--- config.mk ---
export PLATFORM = sky130hd
export DESIGN_NAME = decoder_3to8_strobe
export DESIGN_NICKNAME = d
export VERILOG_FILES = /design/src/rtl/decoder_3to8_strobe.sv
export SDC_FILE = /design/constraint.sdc
export NUM_CORES = 1
export LEC_CHECK = 0
export ABC_CLOCK_PERIOD_IN_PS = 5620
export BUFFER_PORTS_ARGS = -buffer_cell sky130_fd_sc_hd__buf_2
export CORE_MARGIN = 3
export CORE_UTILIZATION = 30
export CTS_CLUSTER_DIAMETER = 60
export CTS_CLUSTER_SIZE = 10
export DETAILED_ROUTE_END_ITERATION = 8
export GPL_TIMING_DRIVEN = 0
export PLACE_DENSITY = 0.59
export SYNTH_ARGS = -nofsm -noshare
export SYNTH_HDL_FRONTEND = slang
export SYNTH_SLANG_ARGS = --single-unit
--- constraint.sdc ---
create_clock -name clk -period 5.62 [get_ports clk]
set_input_delay 0.281 -clock clk [delete_from_list [all_inputs] [get_ports clk]]
set_output_delay 0.281 -clock clk [all_outputs]
set_load 0.05 [all_outputs]
--- src/rtl/decoder_3to8_strobe.sv ---
// Buffers 3-bit codes in a small FIFO and replays each as a one-hot strobe
// held for HOLD cycles, followed by GAP all-zero cycles.
module decoder_3to8_strobe #(
  parameter int DEPTH = 4,
  parameter int HOLD  = 2,
  parameter int GAP   = 1
) (
  input  logic                     clk,
  input  logic                     rst,
  input  logic                     in_valid,
  output logic                     in_ready,
  input  logic [2:0]               in_code,
  output logic [7:0]               data,
  output logic                     data_valid,
  output logic                     busy,
  output logic [$clog2(DEPTH):0]   count
);

  localparam int AW = $clog2(DEPTH);
  localparam int CW = AW + 1;
  localparam int HW = (HOLD > 1) ? $clog2(HOLD) : 1;
  localparam int GW = (GAP > 1) ? $clog2(GAP) : 1;
  localparam logic [CW-1:0] FULL    = CW'(DEPTH);
  localparam logic [HW-1:0] HOLD_LD = HW'(HOLD - 1);
  localparam logic [GW-1:0] GAP_LD  = GW'((GAP > 0) ? GAP - 1 : 0);

  typedef enum logic [1:0] {S_IDLE, S_DRIVE, S_GAP} state_t;

  logic [2:0]    mem_q [DEPTH];
  logic [AW-1:0] wr_ptr_q, rd_ptr_q;
  logic [CW-1:0] count_q, count_d;
  state_t        state_q;
  logic [HW-1:0] hold_cnt_q;
  logic [GW-1:0] gap_cnt_q;
  logic [7:0]    data_q;
  logic          data_valid_q;
  logic          busy_q;

  logic       push, pop, has_code;
  logic [2:0] head;
  logic [7:0] head_onehot;

  // Ready depends on registered occupancy only, so a full FIFO never passes through.
  assign in_ready    = !rst && (count_q < FULL);
  assign push        = in_valid && in_ready;
  assign has_code    = (count_q != '0);
  assign head        = mem_q[rd_ptr_q];
  assign head_onehot = 8'(1) << head;

  always_comb begin
    pop = 1'b0;
    case (state_q)
      S_IDLE:  pop = has_code;
      S_DRIVE: pop = (hold_cnt_q == '0) && (GAP == 0) && has_code;
      S_GAP:   pop = (gap_cnt_q == '0) && has_code;
      default: pop = 1'b0;
    endcase
  end

  assign count_d = count_q + CW'(push) - CW'(pop);

  always_ff @(posedge clk) begin
    if (push) mem_q[wr_ptr_q] <= in_code;
  end

  always_ff @(posedge clk) begin
    if (rst) begin
      wr_ptr_q <= '0;
      rd_ptr_q <= '0;
      count_q  <= '0;
    end else begin
      if (push) wr_ptr_q <= wr_ptr_q + 1'b1;
      if (pop)  rd_ptr_q <= rd_ptr_q + 1'b1;
      count_q <= count_d;
    end
  end

  always_ff @(posedge clk) begin
    if (rst) begin
      state_q      <= S_IDLE;
      hold_cnt_q   <= '0;
      gap_cnt_q    <= '0;
      data_q       <= '0;
      data_valid_q <= 1'b0;
      busy_q       <= 1'b0;
    end else begin
      case (state_q)
        S_IDLE: begin
          if (pop) begin
            data_q       <= head_onehot;
            data_valid_q <= 1'b1;
            hold_cnt_q   <= HOLD_LD;
            busy_q       <= 1'b1;
            state_q      <= S_DRIVE;
          end else begin
            data_q       <= '0;
            data_valid_q <= 1'b0;
            busy_q       <= 1'b0;
          end
        end
        S_DRIVE: begin
          if (hold_cnt_q != '0) begin
            hold_cnt_q <= hold_cnt_q - 1'b1;
          end else if (GAP > 0) begin
            data_q       <= '0;
            data_valid_q <= 1'b0;
            gap_cnt_q    <= GAP_LD;
            state_q      <= S_GAP;
          end else if (pop) begin
            // Zero-gap build: next strobe follows with no idle cycle.
            data_q     <= head_onehot;
            hold_cnt_q <= HOLD_LD;
          end else begin
            data_q       <= '0;
            data_valid_q <= 1'b0;
            busy_q       <= 1'b0;
            state_q      <= S_IDLE;
          end
        end
        S_GAP: begin
          if (gap_cnt_q != '0) begin
            gap_cnt_q <= gap_cnt_q - 1'b1;
          end else if (pop) begin
            data_q       <= head_onehot;
            data_valid_q <= 1'b1;
            hold_cnt_q   <= HOLD_LD;
            state_q      <= S_DRIVE;
          end else begin
            busy_q  <= 1'b0;
            state_q <= S_IDLE;
          end
        end
        default: begin
          state_q      <= S_IDLE;
          data_q       <= '0;
          data_valid_q <= 1'b0;
          busy_q       <= 1'b0;
        end
      endcase
    end
  end

  assign data       = data_q;
  assign data_valid = data_valid_q;
  assign busy       = busy_q;
  assign count      = count_q;

endmodule
==> metrics.md <==
| Metric | Value |
|---|---|
| Detailed-route wire length per cell | `12.22 um` |
| Share of total power in combinational logic | `38.1%` |
| I/O pin count | `20` |
| Die Width | `around 73 um` |
| Data arrival time of the worst path | `between 2 and 3 ns` |
| Fraction of layout cells with a size suffix above 1 | `25.19%` |
| Vias in the first global route | `between 800 and 900` |
| Wirelength, routed | `2261 um` |
| Post-synth top area cell | `sky130_fd_sc_hd__dfxtp_1` |
| Number of vias per cell | `4.697` |
| Final-report setup violation count | `0` |
| GRT Total Usage | `9.439%` |
| Total overflow reported by the global router | `0` |
| Slew of the pin with the lowest slew margin | `0.4129 ns` |
| Quantity of hold-fixing buffers added after cts | `0` |
| Share of synthesized registers carrying an async set or reset | `0%` |
| Synth top cells by count | `sky130_fd_sc_hd__dfxtp_1 (22), sky130_fd_sc_hd__edfxtp_1 (12), sky130_fd_sc_hd__inv_1 (9)` |
| Initial antenna violation count | `0` |
| Std-Cell Rows | `23` |
| Area added between synthesis and finish | `17.65%` |
| Pins over their slew limit | `0` |
| Number of nets in the finished design | `147` |
| Max rail drop VDD | `approximately 210 uV` |
| Clk sink count | `34` |
| Global-route wire length before repair | `3712 um` |
| Slowest library cell on the worst path | `sky130_fd_sc_hd__fa_1` |
| Share of the yosys chip area belonging to registers | `59.15%` |
| Storage cell area | `800.8 um^2` |
| Leakage power figure | `0.6469 nW` |
| Req. time, crit path | `5.78 ns` |
| Starting utilization of the core area | `32.44%` |
| Switching share of power | `39.47%` |
| Number of filler instances in the final layout | `407` |
| Run status | `completed` |
| Critical Path Max Stage Delay | `roughly 0.37 ns` |
| Maximum number of pins on one net before global-route repair | `12` |
| Total power consumption of the routed design | `0.0008328 W` |
| First drt pass iteration count | `4` |
| Unique cell type count in the Yosys netlist | `30` |
| RSZ-0062 raised after global routing | `no` |
| Min cycle time layout | `about 2.3 ns` |
| Latest clock arrival within the worst-skew pair | `0.29 ns` |
| Die Outline Area | `0.005355 mm^2` |
| Inserted Clock Buffers | `5` |
| Clock-pin slew of the registers on the worst-case setup and hold paths | `0.07 ns` |
| Number of H-tree levels | `2` |
| Cells taking the most area after synthesis | `sky130_fd_sc_hd__dfxtp_1 (33%), sky130_fd_sc_hd__edfxtp_1 (27%), sky130_fd_sc_hd__ha_1 (5.5%), sky130_fd_sc_hd__mux4_2 (5.0%), sky130_fd_sc_hd__xnor2_1 (3.2%)` |
| Post-cts sizing count | `0` |
| Count of mapped cells out of synthesis | `109` |
| Cell family contributing the most delay on the critical path | `adder cells` |
| TritonCTS clock tree | `done` |
| Clk_skew | `0.006970 ns` |
| Die extent in y | `73.18 um` |
| Clock Power Share | `20.9%` |
| Detail Placement HPWL | `1751 um` |
| Power per Cell Area | `522.8 mW/mm^2` |
| Post-route insts no fill | `185` |
| Endpoint class of the critical path | `flop` |
| Cell count after placement | `approximately 180` |
| Number of register bits inferred by synthesis | `34` |
| Antenna diodes | `0` |
| Number of DRC violations after detailed routing | `0` |
| Post-CTS Setup Inserts | `0` |
| Final TNS setup | `0 ns` |
| Ratio of final minimum period to clock period | `between 40% and 50%` |
| Combined buffer and inverter count along the critical path | `2` |
| Sw power | `0.0003287 W` |
| GPL Wtd Cong | `0.8128` |
| Max clock buf depth | `2` |
| Max-cap violations | `0` |
| Placeable Area | `0.004173 mm^2` |
| Largest fanout on the critical path | `5` |
| Sequential share of power | `41.0%` |
| Ordered list of cells on the worst path | `nor3_2, or2_2, inv_2, ha_1, inv_1, ha_1, fa_1, xnor2_1, xnor2_1, nor2_1` |
| Post-synthesis cell area | `0.001354 mm^2` |
| Clock tree root buffer cell | `sky130_fd_sc_hd__clkbuf_8` |
| Proportion of netlist area held by the largest area contributor | `32.53%` |
| Nature of the critical path startpoint | `flop` |
| DRT iter0 DRCs | `38` |
| Post-Synthesis Mean Instance Area | `12.42 um^2` |
| Design Area, Final | `approximately 0.0016 mm^2` |
| Cell Int Power | `a little over 0.0005 W` |
| Slew margin rel. | `72.48%` |
| Most numerous cell in the Yosys netlist | `sky130_fd_sc_hd__dfxtp_1` |
| Dpl cell area | `0.001506 mm^2` |
| Achievable clock frequency | `425.6 MHz` |
| Number of nets produced by synthesis | `122` |
| Count of nets left with antenna violations after detail routing | `0` |
| Area of the multi-input gates | `~510 um^2` |
| Worst Setup Path Type | `flop to flop` |
| EDFF count, synth | `12` |
| Commonest register cell after synthesis | `sky130_fd_sc_hd__dfxtp_1` |
| Final hold violations | `0` |
| Port Buf Inserts | `18` |
| Path type of the worst min-delay path | `input port to flop` |
| Yosys warnings | `0` |
| Vias | `around 870` |
==> registers in the layout (all words and copies together), names as in the netlist, named ones only <==
register and count:
busy 1, count 3, data 8, data_valid 1, hold_cnt_q 1, mem_q 12
rd_ptr_q 2, state_q 2, wr_ptr_q 2
==> metrics by stage <==
| step | hold slack (ns) | utilization, % | setup WS (ns) |
|---|---|---|---|
| finish | 0.2126 | 38.17 | 3.270 |
| global route | 0.2018 | 38.17 | 3.078 |
| CTS | 0.2021 | 38.17 | 3.256 |
| detailed placement | 0.4437 | 36.10 | 3.158 |
| global placement | 0.4439 | 36.10 | 3.193 |
| floorplan | 0.3799 | - | 2.605 |
==> per-layer routing <==
metal | share of wire, % | GRT usage, % | up-vias
met4 | 3.1 | 6.148 | 0
met2 | 46 | 14.80 | 20
met3 | 5.7 | 3.306 | 7
met5 | 0 | 0 | -
met1 | 45 | 10.82 | 414
li1 | - | - | 428
==> path summary, 6_finish.rpt <==
| check | start | endpoint | slack (ns) | cells after the start |
|---|---|---|---|---|
| worst max-delay path | count[2]$_SDFF_PP0_ | count[2]$_SDFF_PP0_ | 3.27 | 10 |
| worst min-delay path | in_code[0] | mem_q[3][0]$_DFFE_PP_ | 0.21 | 1 |
| worst max register to register | count[2]$_SDFF_PP0_ | count[2]$_SDFF_PP0_ | 3.27 | 10 |
| worst min register to register | data[6]$_SDFFE_PP0P_ | data[6]$_SDFFE_PP0P_ | 0.46 | 1 |
==> power groups by stage <==
stage               Sequential, W  Combinational, W  Clock, W
global placement         0.000346          0.000312         0
floorplan                0.000417          0.000181         0
finish                   0.000342          0.000317  0.000174
CTS                      0.000342          0.000320  0.000181
global route             0.000349          0.000349  0.000192
detailed placement       0.000348          0.000318         0
==> layout by cell type (no fill, tap or decap), drive strengths merged <==
cell	n
edfxtp	12
clkinv	2
and3	4
nand2b	2
nor3b	1
o2bb2ai	4
nor3	3
or3	1
nor2	7
ha	6
xnor2	5
o21ai	1
fa	1
inv	10
a22o	1
mux4	3
nand2	7
a21oi	6
clkbuf	8
or2	1
o31ai	1
and2	1
nor2b	4
a32o	3
buf	18
dfxtp	22
nand3b	1
==> cell type report <==
class	instances	area share, %
Sequential cell	34	50.27
Multi-Input combinational cell	63	31.81
Timing Repair Buffer	18	5.656
Clock buffer	6	4.556
Tap cell	50	3.928
Inverter	10	2.357
Clock inverter	2	0.8641
Buffer	2	0.5499
==> worst reg2reg max path: stages (launching register included) <==
cell,delay (ns)
sky130_fd_sc_hd__dfxtp_1,0.36
sky130_fd_sc_hd__nor3_2,0.29
sky130_fd_sc_hd__or2_2,0.25
sky130_fd_sc_hd__inv_2,0.08
sky130_fd_sc_hd__ha_1,0.27
sky130_fd_sc_hd__inv_1,0.04
sky130_fd_sc_hd__ha_1,0.18
sky130_fd_sc_hd__fa_1,0.37
sky130_fd_sc_hd__xnor2_1,0.20
sky130_fd_sc_hd__xnor2_1,0.14
sky130_fd_sc_hd__nor2_1,0.06
==> cells by family (layout without fill, tap and decap cells) <==
| logic type | after synthesis | after routing | share of synthesized area [%] |
|---|---|---|---|
| xor+xnor | 5 | 5 | 3.235 |
| mux | 3 | 3 | 4.990 |
| buf+inv | 12 | 38 | 3.419 |
| fa+ha+maj | 7 | 7 | 7.024 |
| compound gates | 16 | 16 | 8.872 |
| flops | 34 | 34 | 59.15 |
| simple gates | 32 | 32 | 13.31 |
Note: power is estimated with default switching activity, not from simulation.
